File: src/rtl/video_timing_gen_if.sv
// Raster timing bundle: pixel-tick enable toward the generator, sync/DE/position/strobes back out.
`timescale 1ns/1ps
interface video_timing_gen_if #(
  parameter int XW = 12,
  parameter int YW = 11
);
  logic          i_ce;
  logic          o_hs;
  logic          o_vs;
  logic          o_de;
  logic [XW-1:0] o_x;
  logic [YW-1:0] o_y;
  logic          o_line_start;
  logic          o_frame_start;
  logic          o_animate;
  logic [15:0]   o_frame;

  modport master (
    input  i_ce,
    output o_hs, o_vs, o_de, o_x, o_y,
    output o_line_start, o_frame_start, o_animate, o_frame
  );

  modport slave (
    output i_ce,
    input  o_hs, o_vs, o_de, o_x, o_y,
    input  o_line_start, o_frame_start, o_animate, o_frame
  );
endinterface

File: src/rtl/video_timing_gen.sv
// Parametrised raster timing generator with pixel clock-enable and frame counter.
// Optional VTG_SYNC_DELAY_EN delays o_hs/o_vs/o_de by SYNC_DELAY enabled ticks.
`timescale 1ns/1ps
module video_timing_gen #(
  parameter int H_ACTIVE   = 1920,
  parameter int H_FP       = 88,
  parameter int H_SYNC     = 44,
  parameter int H_BP       = 148,
  parameter int V_ACTIVE   = 1080,
  parameter int V_FP       = 4,
  parameter int V_SYNC     = 5,
  parameter int V_BP       = 36,
  parameter bit HS_POL     = 1'b1,
  parameter bit VS_POL     = 1'b1,
  parameter int XW         = 12,
  parameter int YW         = 11,
  parameter int SYNC_DELAY = 2
) (
  input  logic                i_clk,
  input  logic                i_rst,
  video_timing_gen_if.master  vtg
);

  localparam int H_TOTAL = H_ACTIVE + H_FP + H_SYNC + H_BP;
  localparam int V_TOTAL = V_ACTIVE + V_FP + V_SYNC + V_BP;

  localparam logic [XW-1:0] H_LAST = XW'(H_TOTAL - 1);
  localparam logic [XW-1:0] H_ACT  = XW'(H_ACTIVE);
  localparam logic [XW-1:0] HS_BEG = XW'(H_ACTIVE + H_FP);
  localparam logic [XW-1:0] HS_END = XW'(H_ACTIVE + H_FP + H_SYNC);
  localparam logic [XW-1:0] H_ONE  = {{(XW-1){1'b0}}, 1'b1};
  localparam logic [XW-1:0] H_ZERO = {XW{1'b0}};

  localparam logic [YW-1:0] V_LAST = YW'(V_TOTAL - 1);
  localparam logic [YW-1:0] V_ACT  = YW'(V_ACTIVE);
  localparam logic [YW-1:0] V_ANIM = YW'(V_ACTIVE - 1);
  localparam logic [YW-1:0] VS_BEG = YW'(V_ACTIVE + V_FP);
  localparam logic [YW-1:0] VS_END = YW'(V_ACTIVE + V_FP + V_SYNC);
  localparam logic [YW-1:0] V_ONE  = {{(YW-1){1'b0}}, 1'b1};
  localparam logic [YW-1:0] V_ZERO = {YW{1'b0}};

  logic [XW-1:0] h_r;
  logic [XW-1:0] h_nxt_s;
  logic [XW-1:0] x_r;
  logic [YW-1:0] v_r;
  logic [YW-1:0] v_nxt_s;
  logic [YW-1:0] y_r;
  logic          frame_wrap_s;
  logic          first_r;
  logic          hs_on_s;
  logic          vs_on_s;
  logic          de_on_s;
  logic          anim_on_s;
  logic          hs_r;
  logic          vs_r;
  logic          de_r;
  logic          ls_r;
  logic          fs_r;
  logic          anim_r;
  logic [15:0]   frame_r;

  // Position the next enabled tick will enter
  always_comb begin
    h_nxt_s      = h_r + H_ONE;
    v_nxt_s      = v_r;
    frame_wrap_s = 1'b0;
    if (h_r == H_LAST) begin
      h_nxt_s = H_ZERO;
      if (v_r == V_LAST) begin
        v_nxt_s      = V_ZERO;
        frame_wrap_s = 1'b1;
      end else begin
        v_nxt_s = v_r + V_ONE;
      end
    end else begin
      h_nxt_s = h_r + H_ONE;
    end
  end

  // Region decode of the upcoming position
  always_comb begin
    hs_on_s   = (h_nxt_s >= HS_BEG) && (h_nxt_s < HS_END);
    vs_on_s   = (v_nxt_s >= VS_BEG) && (v_nxt_s < VS_END);
    de_on_s   = (h_nxt_s < H_ACT) && (v_nxt_s < V_ACT);
    anim_on_s = (h_nxt_s == H_ACT) && (v_nxt_s == V_ANIM);
  end

  // Raster counters, registered outputs and frame counter
  always_ff @(posedge i_clk or posedge i_rst) begin
    if (i_rst) begin
      // Park on the last position so the first enabled tick lands on (0,0)
      h_r     <= H_LAST;
      v_r     <= V_LAST;
      first_r <= 1'b1;
      x_r     <= H_ZERO;
      y_r     <= V_ZERO;
      hs_r    <= ~HS_POL;
      vs_r    <= ~VS_POL;
      de_r    <= 1'b0;
      ls_r    <= 1'b0;
      fs_r    <= 1'b0;
      anim_r  <= 1'b0;
      frame_r <= 16'h0000;
    end else if (vtg.i_ce) begin
      h_r     <= h_nxt_s;
      v_r     <= v_nxt_s;
      first_r <= 1'b0;
      x_r     <= h_nxt_s;
      y_r     <= v_nxt_s;
      hs_r    <= hs_on_s ? HS_POL : ~HS_POL;
      vs_r    <= vs_on_s ? VS_POL : ~VS_POL;
      de_r    <= de_on_s;
      ls_r    <= (h_nxt_s == H_ZERO);
      fs_r    <= (h_nxt_s == H_ZERO) && (v_nxt_s == V_ZERO);
      anim_r  <= anim_on_s;
      // The wrap out of reset is the first frame, not a new one
      if (frame_wrap_s && !first_r) begin
        frame_r <= frame_r + 16'd1;
      end else begin
        frame_r <= frame_r;
      end
    end else begin
      ls_r   <= 1'b0;
      fs_r   <= 1'b0;
      anim_r <= 1'b0;
    end
  end

`ifdef VTG_SYNC_DELAY_EN
  logic [SYNC_DELAY-1:0] hs_dly_r;
  logic [SYNC_DELAY-1:0] vs_dly_r;
  logic [SYNC_DELAY-1:0] de_dly_r;

  // Sync/DE delay line matching the pixel-fetch latency
  always_ff @(posedge i_clk or posedge i_rst) begin
    if (i_rst) begin
      hs_dly_r <= {SYNC_DELAY{~HS_POL}};
      vs_dly_r <= {SYNC_DELAY{~VS_POL}};
      de_dly_r <= {SYNC_DELAY{1'b0}};
    end else if (vtg.i_ce) begin
      hs_dly_r[0] <= hs_r;
      vs_dly_r[0] <= vs_r;
      de_dly_r[0] <= de_r;
      for (int i = 1; i < SYNC_DELAY; i++) begin
        hs_dly_r[i] <= hs_dly_r[i-1];
        vs_dly_r[i] <= vs_dly_r[i-1];
        de_dly_r[i] <= de_dly_r[i-1];
      end
    end else begin
      hs_dly_r <= hs_dly_r;
      vs_dly_r <= vs_dly_r;
      de_dly_r <= de_dly_r;
    end
  end

  assign vtg.o_hs = hs_dly_r[SYNC_DELAY-1];
  assign vtg.o_vs = vs_dly_r[SYNC_DELAY-1];
  assign vtg.o_de = de_dly_r[SYNC_DELAY-1];
`else
  assign vtg.o_hs = hs_r;
  assign vtg.o_vs = vs_r;
  assign vtg.o_de = de_r;
`endif

  assign vtg.o_x           = x_r;
  assign vtg.o_y           = y_r;
  assign vtg.o_line_start  = ls_r;
  assign vtg.o_frame_start = fs_r;
  assign vtg.o_animate     = anim_r;
  assign vtg.o_frame       = frame_r;

endmodule

File: src/flat_wrapper.sv
// flat-port wrapper written by rule: the top's interface ports become plain ports
module video_timing_gen_flat 
#(
  parameter int H_ACTIVE   = 1920,
  parameter int H_FP       = 88,
  parameter int H_SYNC     = 44,
  parameter int H_BP       = 148,
  parameter int V_ACTIVE   = 1080,
  parameter int V_FP       = 4,
  parameter int V_SYNC     = 5,
  parameter int V_BP       = 36,
  parameter bit HS_POL     = 1'b1,
  parameter bit VS_POL     = 1'b1,
  parameter int XW         = 12,
  parameter int YW         = 11,
  parameter int SYNC_DELAY = 2
)
  (i_clk, i_rst, vtg_i_ce, vtg_o_hs, vtg_o_vs, vtg_o_de, vtg_o_x, vtg_o_y, vtg_o_line_start, vtg_o_frame_start, vtg_o_animate, vtg_o_frame);
  video_timing_gen_if #(.XW(XW), .YW(YW)) vtg_i ();
  input  logic i_clk;
  input  logic i_rst;
  input wire logic [$bits(vtg_i.i_ce)-1:0] vtg_i_ce;
  output wire logic [$bits(vtg_i.o_hs)-1:0] vtg_o_hs;
  output wire logic [$bits(vtg_i.o_vs)-1:0] vtg_o_vs;
  output wire logic [$bits(vtg_i.o_de)-1:0] vtg_o_de;
  output wire logic [$bits(vtg_i.o_x)-1:0] vtg_o_x;
  output wire logic [$bits(vtg_i.o_y)-1:0] vtg_o_y;
  output wire logic [$bits(vtg_i.o_line_start)-1:0] vtg_o_line_start;
  output wire logic [$bits(vtg_i.o_frame_start)-1:0] vtg_o_frame_start;
  output wire logic [$bits(vtg_i.o_animate)-1:0] vtg_o_animate;
  output wire logic [$bits(vtg_i.o_frame)-1:0] vtg_o_frame;
  assign vtg_i.i_ce = vtg_i_ce;
  assign vtg_o_hs = vtg_i.o_hs;
  assign vtg_o_vs = vtg_i.o_vs;
  assign vtg_o_de = vtg_i.o_de;
  assign vtg_o_x = vtg_i.o_x;
  assign vtg_o_y = vtg_i.o_y;
  assign vtg_o_line_start = vtg_i.o_line_start;
  assign vtg_o_frame_start = vtg_i.o_frame_start;
  assign vtg_o_animate = vtg_i.o_animate;
  assign vtg_o_frame = vtg_i.o_frame;
  video_timing_gen #(.H_ACTIVE(H_ACTIVE), .H_FP(H_FP), .H_SYNC(H_SYNC), .H_BP(H_BP), .V_ACTIVE(V_ACTIVE), .V_FP(V_FP), .V_SYNC(V_SYNC), .V_BP(V_BP), .HS_POL(HS_POL), .VS_POL(VS_POL), .XW(XW), .YW(YW), .SYNC_DELAY(SYNC_DELAY)) u_core (.i_clk(i_clk), .i_rst(i_rst), .vtg(vtg_i));
endmodule
File: config.mk
export PLATFORM = sky130hd
export DESIGN_NAME = video_timing_gen_flat
export DESIGN_NICKNAME = d
export VERILOG_FILES = /design/src/rtl/video_timing_gen_if.sv /design/src/rtl/video_timing_gen.sv /design/src/flat_wrapper.sv
export SDC_FILE = /design/constraint.sdc
export NUM_CORES = 1
export LEC_CHECK = 0
export BUFFER_PORTS_ARGS = -buffer_cell sky130_fd_sc_hd__buf_4
export CORE_MARGIN = 1.5
export CORE_UTILIZATION = 54
export DETAILED_ROUTE_END_ITERATION = 10
export GPL_TIMING_DRIVEN = 0
export PLACE_DENSITY = 0.86
export SYNTH_ARGS = -nofsm -noshare
export SYNTH_HDL_FRONTEND = slang
export SYNTH_SLANG_ARGS = --single-unit
File: constraint.sdc
create_clock -name i_clk -period 4.24 [get_ports i_clk]
set_input_delay 0.424 -clock i_clk [delete_from_list [all_inputs] [get_ports i_clk]]
set_output_delay 0.424 -clock i_clk [all_outputs]
set_load 0.005 [all_outputs]
# Yosys cells after proc, flatten, opt, wreduce, memory -nomap -nowiden
# Cells that the tools add are included.
[word_totals] output_inout_bits=45 ff_bits=69
[op_classes] n_eq_ne=4 add_sub_neg=3 n_lt_le_gt_ge=6 muxes=10 reduce_logical=10
[op_table] cell="equality test 11 bit, second input constant" n=2
[op_table] cell="less-than comparator 11 bit, second input constant" n=2
[op_table] cell="2-to-1 mux 11 bit" n=2
[op_table] cell="adder 16 x 1 -> 16 bit, second input constant" n=1
[op_table] cell="adder 12 x 1 -> 12 bit, second input constant" n=1
[op_table] cell="equality test 12 x 11 -> 1 bit, second input constant" n=1
[op_table] cell="equality test 12 bit, second input constant" n=1
[op_table] cell=">= comparator 12 x 11 -> 1 bit, second input constant" n=1
[op_table] cell="logical NOT 12 bit" n=1
[op_table] cell="less-than comparator 12 x 11 -> 1 bit, second input constant" n=1
[op_table] cell="less-than comparator 12 bit, second input constant" n=1
[op_table] cell="2-to-1 mux 12 bit" n=1
[op_table] cell="adder 11 x 1 -> 11 bit, second input constant" n=1
[op_table] cell=">= comparator 11 bit, second input constant" n=1
[op_table] cell="logical NOT 11 bit" n=1
[op_table] cell="2-to-1 mux 1 bit" n=7
[op_table] cell="logical AND 1 bit" n=6
[op_table] cell="AND reduction 2 bit" n=1
[op_table] cell="logical NOT 1 bit" n=1

# Logic depth before layout (Yosys ltp)
# Gate-level depths: netlist of the first run.
[logic_depth] ltp_word=6 depth_mapped=9 depth_no_buf=8

# Worst setup path before layout of the first run
# Ideal clock, no wire load.
[synth_path] path_kind="reg-to-reg" start="register u_core.h_r[0]" end="register u_core.de_r (netlist: u_core.vtg.o_de)" period_less_slack_ns=2.434 path_slack_ns=1.806 path_buffers=1 path_stages_with_launch=9 t_arrival_ns=2.291 cell_sequence="dfstp_2 -> ha_1 -> buf_2 -> and4_1 -> nand3_4 -> or4_1 -> and2_4 -> o311ai_1 -> o221ai_1"
[synth_between] elab_chain_len=4 word_cells_on_any_way=7 classes_between="add/sub: 1; order compare: 2; eq/ne: 1; mux: 2; reduce/logical: 1"
[synth_rtl] item="start: declaration" line="video_timing_gen.sv:42" rtl="logic [XW-1:0] h_r;"
[synth_rtl] item="start signal: assignment" line="video_timing_gen.sv:105" rtl="h_r <= h_nxt_s;"
[synth_rtl] item="adder 12 x 1 -> 12 bit / equality test 12 bit (equally long branches)" line="video_timing_gen.sv:76, video_timing_gen.sv:67"
[synth_rtl] item="2-to-1 mux 12 bit / 2-to-1 mux 11 bit (equally long branches)" line="video_timing_gen.sv:67" rtl="if (h_r == H_LAST) begin"
[synth_rtl] item="less-than comparator 12 x 11 -> 1 bit / less-than comparator 11 bit (equally long branches)" line="video_timing_gen.sv:84" rtl="de_on_s = (h_nxt_s < H_ACT) && (v_nxt_s < V_ACT);"
[synth_rtl] item="logical AND 1 bit (*)" line="video_timing_gen.sv:84"
[synth_rtl] item="end signal: assignment" line="video_timing_gen.sv:112" rtl="de_r <= de_on_s;"
[synth_rtl] item="end: declaration" line="video_timing_gen.sv:56" rtl="logic de_r;"
# Mark *: on every way between the ends. The rest lies on a longest branch, timed or not.
# A chain may end at the register's enable or synchronous reset.

# Final worst setup path of the first run
[layout_path] start="register u_core.h_r[0]" end="register u_core.frame_r[13] (netlist: u_core.vtg.o_frame[13])"
[layout_between] elab_chain_len=4
[layout_rtl] item="equality test 12 bit" line="video_timing_gen.sv:67"
[layout_rtl] item="2-to-1 mux 1 bit" line="video_timing_gen.sv:67"
[layout_rtl] item="logical AND 1 bit" line="video_timing_gen.sv:117" rtl="if (frame_wrap_s && !first_r) begin"
[layout_rtl] item="AND reduction 2 bit (no source line)"
[layout_rtl] item="end signal: assignment" line="video_timing_gen.sv:118" rtl="frame_r <= frame_r + 16'd1;"
[layout_rtl] item="end signal: assignment" line="video_timing_gen.sv:120" rtl="frame_r <= frame_r;"
[layout_rtl] item="end: declaration" line="video_timing_gen.sv:60" rtl="logic [15:0] frame_r;"
# No other way between the ends.

==> results of run 1 <==
==> logic make-up after synthesis <==
logic type               after synthesis
AND/OR/NAND/NOR                      155
multiplexers                           6
buffers and inverters                 50
XOR/XNOR                              30
flip-flops                            56
AO/OA/AOI/OAI                         60
adder cells (fa/ha/maj)                4
==> routing by layer <==
layer  global-route usage [%]  up-vias  share of wire (%)  routed length (µm)
met5                        0        -                  0                   0
met3                    3.516       11                5.0                 401
met2                    42.70      103                 48                3878
met1                    33.59     1407                 45                3633
li1                         -     1378                  -                   -
met4                    8.475        0                1.4                 115
==> stage by stage <==
step / cell area (µm²) / worst slack [ns] / total power (W)
finish: 3938 / 1.354 / 0.001393
global route: 3938 / 1.138 / 0.001465
CTS: 3938 / 1.370 / 0.001397
detailed placement: 3840 / 1.402 / 0.001082
global placement: 3820 / 1.474 / 0.001059
floorplan: 3381 / 1.806 / 0.0009447
==> sequential cells by signal, indices dropped and copies added, names as in the netlist <==
signal / flops
u_core.first_r: 1
u_core.h_r: 6
u_core.v_r: 4
u_core.vtg.o_animate: 1
u_core.vtg.o_de: 1
u_core.vtg.o_frame: 16
u_core.vtg.o_frame_start: 1
u_core.vtg.o_hs: 1
u_core.vtg.o_line_start: 1
u_core.vtg.o_vs: 1
u_core.vtg.o_x: 12
u_core.vtg.o_y: 11
==> power by group through the flow <==
| stage | Sequential (W) | Combinational, W | Clock [W] |
|---|---|---|---|
| after CTS | 0.000658 | 0.000418 | 0.000321 |
| after global placement | 0.000664 | 0.000394 | 0 |
| after floorplan | 0.000658 | 0.000286 | 0 |
| after detailed placement | 0.000668 | 0.000414 | 0 |
| after global routing | 0.000668 | 0.000460 | 0.000337 |
| final | 0.000660 | 0.000421 | 0.000312 |
==> synth_stat cells (11+ instances only) <==
| cell type | n |
|---|---|
| dfstp_2 | 11 |
| xnor2_1 | 11 |
| xor2_1 | 19 |
| o21ai_0 | 12 |
| nand4_1 | 12 |
| a21oi_1 | 12 |
| buf_4 | 14 |
| nand3_1 | 18 |
| nor2_1 | 30 |
| inv_1 | 16 |
| dfrtp_1 | 45 |
| nand2_1 | 33 |
==> worst max-delay path by stage <==
stage,startpoint,end,slack [ns],depth (start not counted)
2_1_floorplan,u_core.h_r[0]$_DFFE_PP1P_,u_core.vtg.o_de$_DFFE_PP0P_,1.81,8
3_3_place_gp,u_core.h_r[0]$_DFFE_PP1P_,u_core.vtg.o_frame[15]$_DFFE_PP0P_,1.47,8
3_5_place_dp,u_core.h_r[0]$_DFFE_PP1P_,u_core.vtg.o_frame[15]$_DFFE_PP0P_,1.40,8
4_1_cts,u_core.h_r[0]$_DFFE_PP1P_,u_core.vtg.o_frame[15]$_DFFE_PP0P_,1.37,8
5_1_grt,u_core.h_r[0]$_DFFE_PP1P_,u_core.vtg.o_frame[15]$_DFFE_PP0P_,1.14,8
6_report,u_core.h_r[0]$_DFFE_PP1P_,u_core.vtg.o_frame[13]$_DFFE_PP0P_,1.35,8
==> cell type report <==
| class | count | share of cell area, % |
|---|---|---|
| multi-input cells | 255 | 43.18 |
| well taps | 75 | 2.383 |
| flip-flops and latches | 56 | 35.94 |
| plain buffers | 34 | 5.211 |
| clock buffers | 6 | 2.097 |
| inverters | 16 | 1.525 |
| clock inverters | 2 | 0.3813 |
| repair buffers | 47 | 9.279 |
==> results_dict.tcl, run 1 <==
set metrics [dict create \
    outcome "complete, no violations" \
    pwr-share-clk_pct 22.4 \
    synthAdderAreaFrac_pct 1.480 \
    yosysSeqAreaShare_pct 41.86 \
    setup_viol 0 \
    reg2reg_to "u_core.vtg.o_frame[13]$_DFFE_PP0P_" \
    overflow 0 \
    nets 422 \
    grt_max_degree 40 \
    dp_hpwl_um 5913 \
    slew_headroom_pct 54.90 \
    clockBufferDepth 2 \
    gp_congestion 0.9144 \
    synth-seq-cells 56 \
    drive_gt1_share_pct 26.92 \
    pwr-share-comb_pct 30.2 \
    synthTopCellsByArea "dfrtp_1, dfstp_2, xor2_1" \
    timing.hold.ws_ns 0.08953 \
    netSwitchingPower_w 0.0004658 \
    grt_use_total_pct 25.37 \
    fmax_ghz 0.3465 \
    power.leakage_nw 1.821 \
    port_buffers 46 \
    p_int_w 0.0009272 \
    grt_pass1_wl_um 13030 \
    yosys.area_share.simple_pct 26.72 \
    drv_slew 0 \
    netlist_instances 361 \
    setup_tns_ns 0 \
    path_buf_inv 1 \
    path_clk_slew_ns 0.10 \
    htreeDepth 2 \
    fin_skew_ns 0.007790 \
    hp-class "input pin to asynchronous set/reset pin" \
    crit_fanout 9 \
    die-area_um2 6745 \
    critPathTopFamily "simple AND/OR/NAND/NOR gates" \
    synth_cell_types 70 \
    synthXorXnorAreaFrac_pct 7.772 \
    vias_per_cell 5.904 \
    cts_root_buf "clkbuf_8" \
    firstDrtPassIters 5 \
    initial_core_util_pct 56.43 \
    postRouteAntennaNets 0 \
    nFillCells 496 \
    cts_tree "done" \
    final_common_cell "buf_4" \
    slowest_stage "dfstp_2" \
    hold_violations 0 \
    syn_nets 368 \
    seq_area_um2 1415 \
    synth_edf_count 0 \
    clock_sinks 56 \
    die_h_um 82.13 \
    crit_arrival_ns 3.13 \
    synthMuxAreaShare_pct 1.999 \
    rows 28 \
    fin_crit_ns 2.886 \
    rrSetupSlack_ns 1.35 \
    vias 2899 \
    ios 48 \
    area_delta_synth_final_pct 16.47 \
    tightest_slew_ns 0.6703 \
    post_cts_buffers 0 \
    multi_input_area_um2 1700 \
    cts-resized-gates 0 \
    path_cells "ha_1, buf_2, and4_1, nand4_1, nor3_2, nand4_2, nor2_1, xor2_1" \
    swShare_pct 33.44 \
    critPathCaptureType "flip-flop" \
    synth_top_family_by_area "simple AND/OR/NAND/NOR gates" \
    synth_top_area_share_pct 33.31 \
    seq_power_share_pct 47.4 \
    coreArea_um2 5991 \
    clock_latency_ns 0.31 \
    synth_top_area_cell "dfrtp_1" \
    power_density_nw_per_um2 353.8 \
    maxCapViolations 0 \
    yosys_warnings 0 \
    cts_hold_buf 0 \
    dominantRegCellSynth "dfrtp_1" \
    die_width_um 82.13 \
    worstPathRequired_ns 4.48 \
    worstRegToRegCells 8 \
    grt_setup_unrepaired "false" \
    synth_compound_area_share_pct 12.32 \
    cts_inserted_buffers 5 \
    critPathKind "flip-flop to flip-flop" \
    antennaDiodeCount 0 \
    peakVddDrop_uv 211.3 \
    instances_no_fill 491 \
    post-route-util_pct 65.73 \
    avgSynthCellArea_um2 9.365 \
    antenna_found_initial 0 \
    r2r_start "u_core.h_r[0]$_DFFE_PP1P_" \
    dp_cells 483 \
    cpPeakStageDelay_ns 0.60 \
    drc_errors 0 \
    drt_iter0_drc 258 \
    avgRoutedWirePerCell_um 16.35 \
    period_share_pct 68.07 \
    synth-async-reset-ratio_pct 100.0 \
    start_kind "flip-flop" \
    routed_wl_um 8029 \
    grt_pass1_vias 2658 \
    final_cell_mix "buf_4, dfrtp_1, nand2_1" \
    syn_area_um2 3381 \
]
Power figures use the tool's default switching activity.
==> run 2, diff against run 1 <==
==> constraint.sdc (replaced) <==
create_clock -name i_clk -period 2.96 [get_ports i_clk]
set_input_delay 0.296 -clock i_clk [delete_from_list [all_inputs] [get_ports i_clk]]
set_output_delay 0.296 -clock i_clk [all_outputs]
set_load 0.005 [all_outputs]
==> run 2 against run 1 <==
Net effect: combinational power increased by 43%; power increased by 43%; sequential share of layout area decreased by 0.22 points; wire length decreased by 0.15%; fmax increased by 4.5%; design area increased by 0.60%; clock skew increased by 0.0016 ns; sequential power increased by 43%; die area unchanged; non-clock buffer count increased by 2; core utilization increased by 0.40 points; largest power group unchanged.
==> results_dict.tcl, run 2 (synthesis results as in run 1) <==
set metrics [dict create \
    cts_root_buf "clkbuf_8" \
    power_density_nw_per_um2 504.6 \
    hp-class "input pin to flip-flop" \
    fmax_ghz 0.3619 \
    ios 48 \
    routed_wl_um 8017 \
    worstPathRequired_ns 3.21 \
    grt_max_degree 40 \
    grt_pass1_wl_um 13030 \
    coreArea_um2 5991 \
    vias 2913 \
    antennaDiodeCount 0 \
    tightest_slew_ns 0.6657 \
    clock_latency_ns 0.32 \
    drt_iter0_drc 255 \
    period_share_pct 93.34 \
    port_buffers 46 \
    cts_inserted_buffers 5 \
    gp_congestion 0.9144 \
    layout_setup_ws_ns 0.1971 \
    cts_tree "done" \
    die_h_um 82.13 \
    initial_core_util_pct 56.43 \
    area_delta_synth_final_pct 17.17 \
    firstDrtPassIters 5 \
    avgRoutedWirePerCell_um 16.26 \
    clock_sinks 56 \
    path_clk_slew_ns 0.10 \
    critPathKind "flip-flop to flip-flop" \
    grt_use_total_pct 25.37 \
    instances_no_fill 493 \
    crit_fanout 9 \
    htreeDepth 2 \
    drv_slew 0 \
    report.power.total_w 0.001999 \
    die-area_um2 6745 \
    crit_arrival_ns 3.01 \
    dp_hpwl_um 5913 \
    peakVddDrop_uv 302.4 \
    maxCapViolations 0 \
    place_ws_ns 0.1223 \
    hold_violations 0 \
    largest_register_ffs 16 \
    setup_viol 0 \
    fin_crit_ns 2.763 \
    rows 28 \
    start_kind "flip-flop" \
    rrSetupSlack_ns 0.20 \
    postRouteAntennaNets 0 \
    drive_gt1_share_pct 27.03 \
    dp_cells 483 \
    final_common_cell "buf_4" \
    drc_errors 0 \
    nets 424 \
    vias_per_cell 5.909 \
    fin_skew_ns 0.009435 \
    critPathCaptureType "flip-flop" \
    slew_headroom_pct 55.21 \
    grt_pass1_vias 2658 \
    antenna_found_initial 0 \
    power.leakage_nw 1.834 \
    clockBufferDepth 2 \
    setup_tns_ns 0 \
    grt_setup_unrepaired "false" \
    outcome "complete, no violations" \
    final_cell_mix "buf_4, dfrtp_1, nand2_1" \
    die_width_um 82.13 \
    overflow 0 \
]
-- run 2: metrics by stage --
stage	cell area [µm²]	utilization (%)	hold slack (ns)
2_1_floorplan	3381	-	0.4629
3_3_place_gp	3820	63.76	0.4590
3_5_place_dp	3840	64.10	0.3277
4_1_cts	3948	65.89	0.4847
5_1_grt	3961	66.12	0.4854
6_report	3961	66.12	0.4787
-- run 2: layout make-up --
class                   count  area, µm²
fillers                   495       2029
multi-input cells         255       1707
flip-flops and latches     56       1415
repair buffers             49      382.9
plain buffers              34      205.2
well taps                  75      93.84
clock buffers               6      82.58
inverters                  16      60.06
clock inverters             2      15.01
-- run 2: report_power, final --
group          leakage (nW)  switching (W)  total [W]  internal, W
Clock                0.0434       0.000261   0.000451     0.000190
Sequential            0.711      0.0000774   0.000946     0.000868
Combinational          1.08       0.000331   0.000602     0.000271
Total                  1.83       0.000670    0.00200      0.00133
-- run 2: critical path, cell delays in order, from the launching register on --
cell	delay [ns]
dfstp_2	0.60
ha_1	0.15
buf_2	0.19
and4_1	0.32
nand4_1	0.37
nor3_4	0.40
nand4_2	0.27
nor2_1	0.21
xor2_1	0.17
-- run 2: per-layer routing --
| layer | vias to the layer above | GRT usage [%] | part of all wire, % |
|---|---|---|---|
| met2 | 102 | 42.70 | 49 |
| met5 | - | 0 | 0 |
| met3 | 10 | 3.516 | 5.0 |
| li1 | 1376 | - | - |
| met1 | 1425 | 33.59 | 45 |
| met4 | 0 | 8.475 | 1.4 |
-- run 2: final timing paths --
check                                               start                                 end  depth (start not counted)
max                             u_core.h_r[0]$_DFFE_PP1P_  u_core.vtg.o_frame[13]$_DFFE_PP0P_                          8
min                                              vtg_i_ce          u_core.h_r[11]$_DFFE_PP1P_                          3
max reg2reg                     u_core.h_r[0]$_DFFE_PP1P_  u_core.vtg.o_frame[13]$_DFFE_PP0P_                          8
min reg2reg                u_core.vtg.o_x[11]$_DFFE_PP0P_      u_core.vtg.o_x[11]$_DFFE_PP0P_                          1
max in group asynchronous                           i_rst           u_core.v_r[2]$_DFFE_PP1P_                          4
min in group asynchronous                           i_rst       u_core.vtg.o_x[8]$_DFFE_PP0P_                          3
-- run 2: what timing repair did --
item	4_1_cts	5_1_grt
endpoints found under the setup margin	0	8
setup buffers	0	1
resized for setup	0	1
hold buffers	1	0
endpoints found under the hold margin	12	0
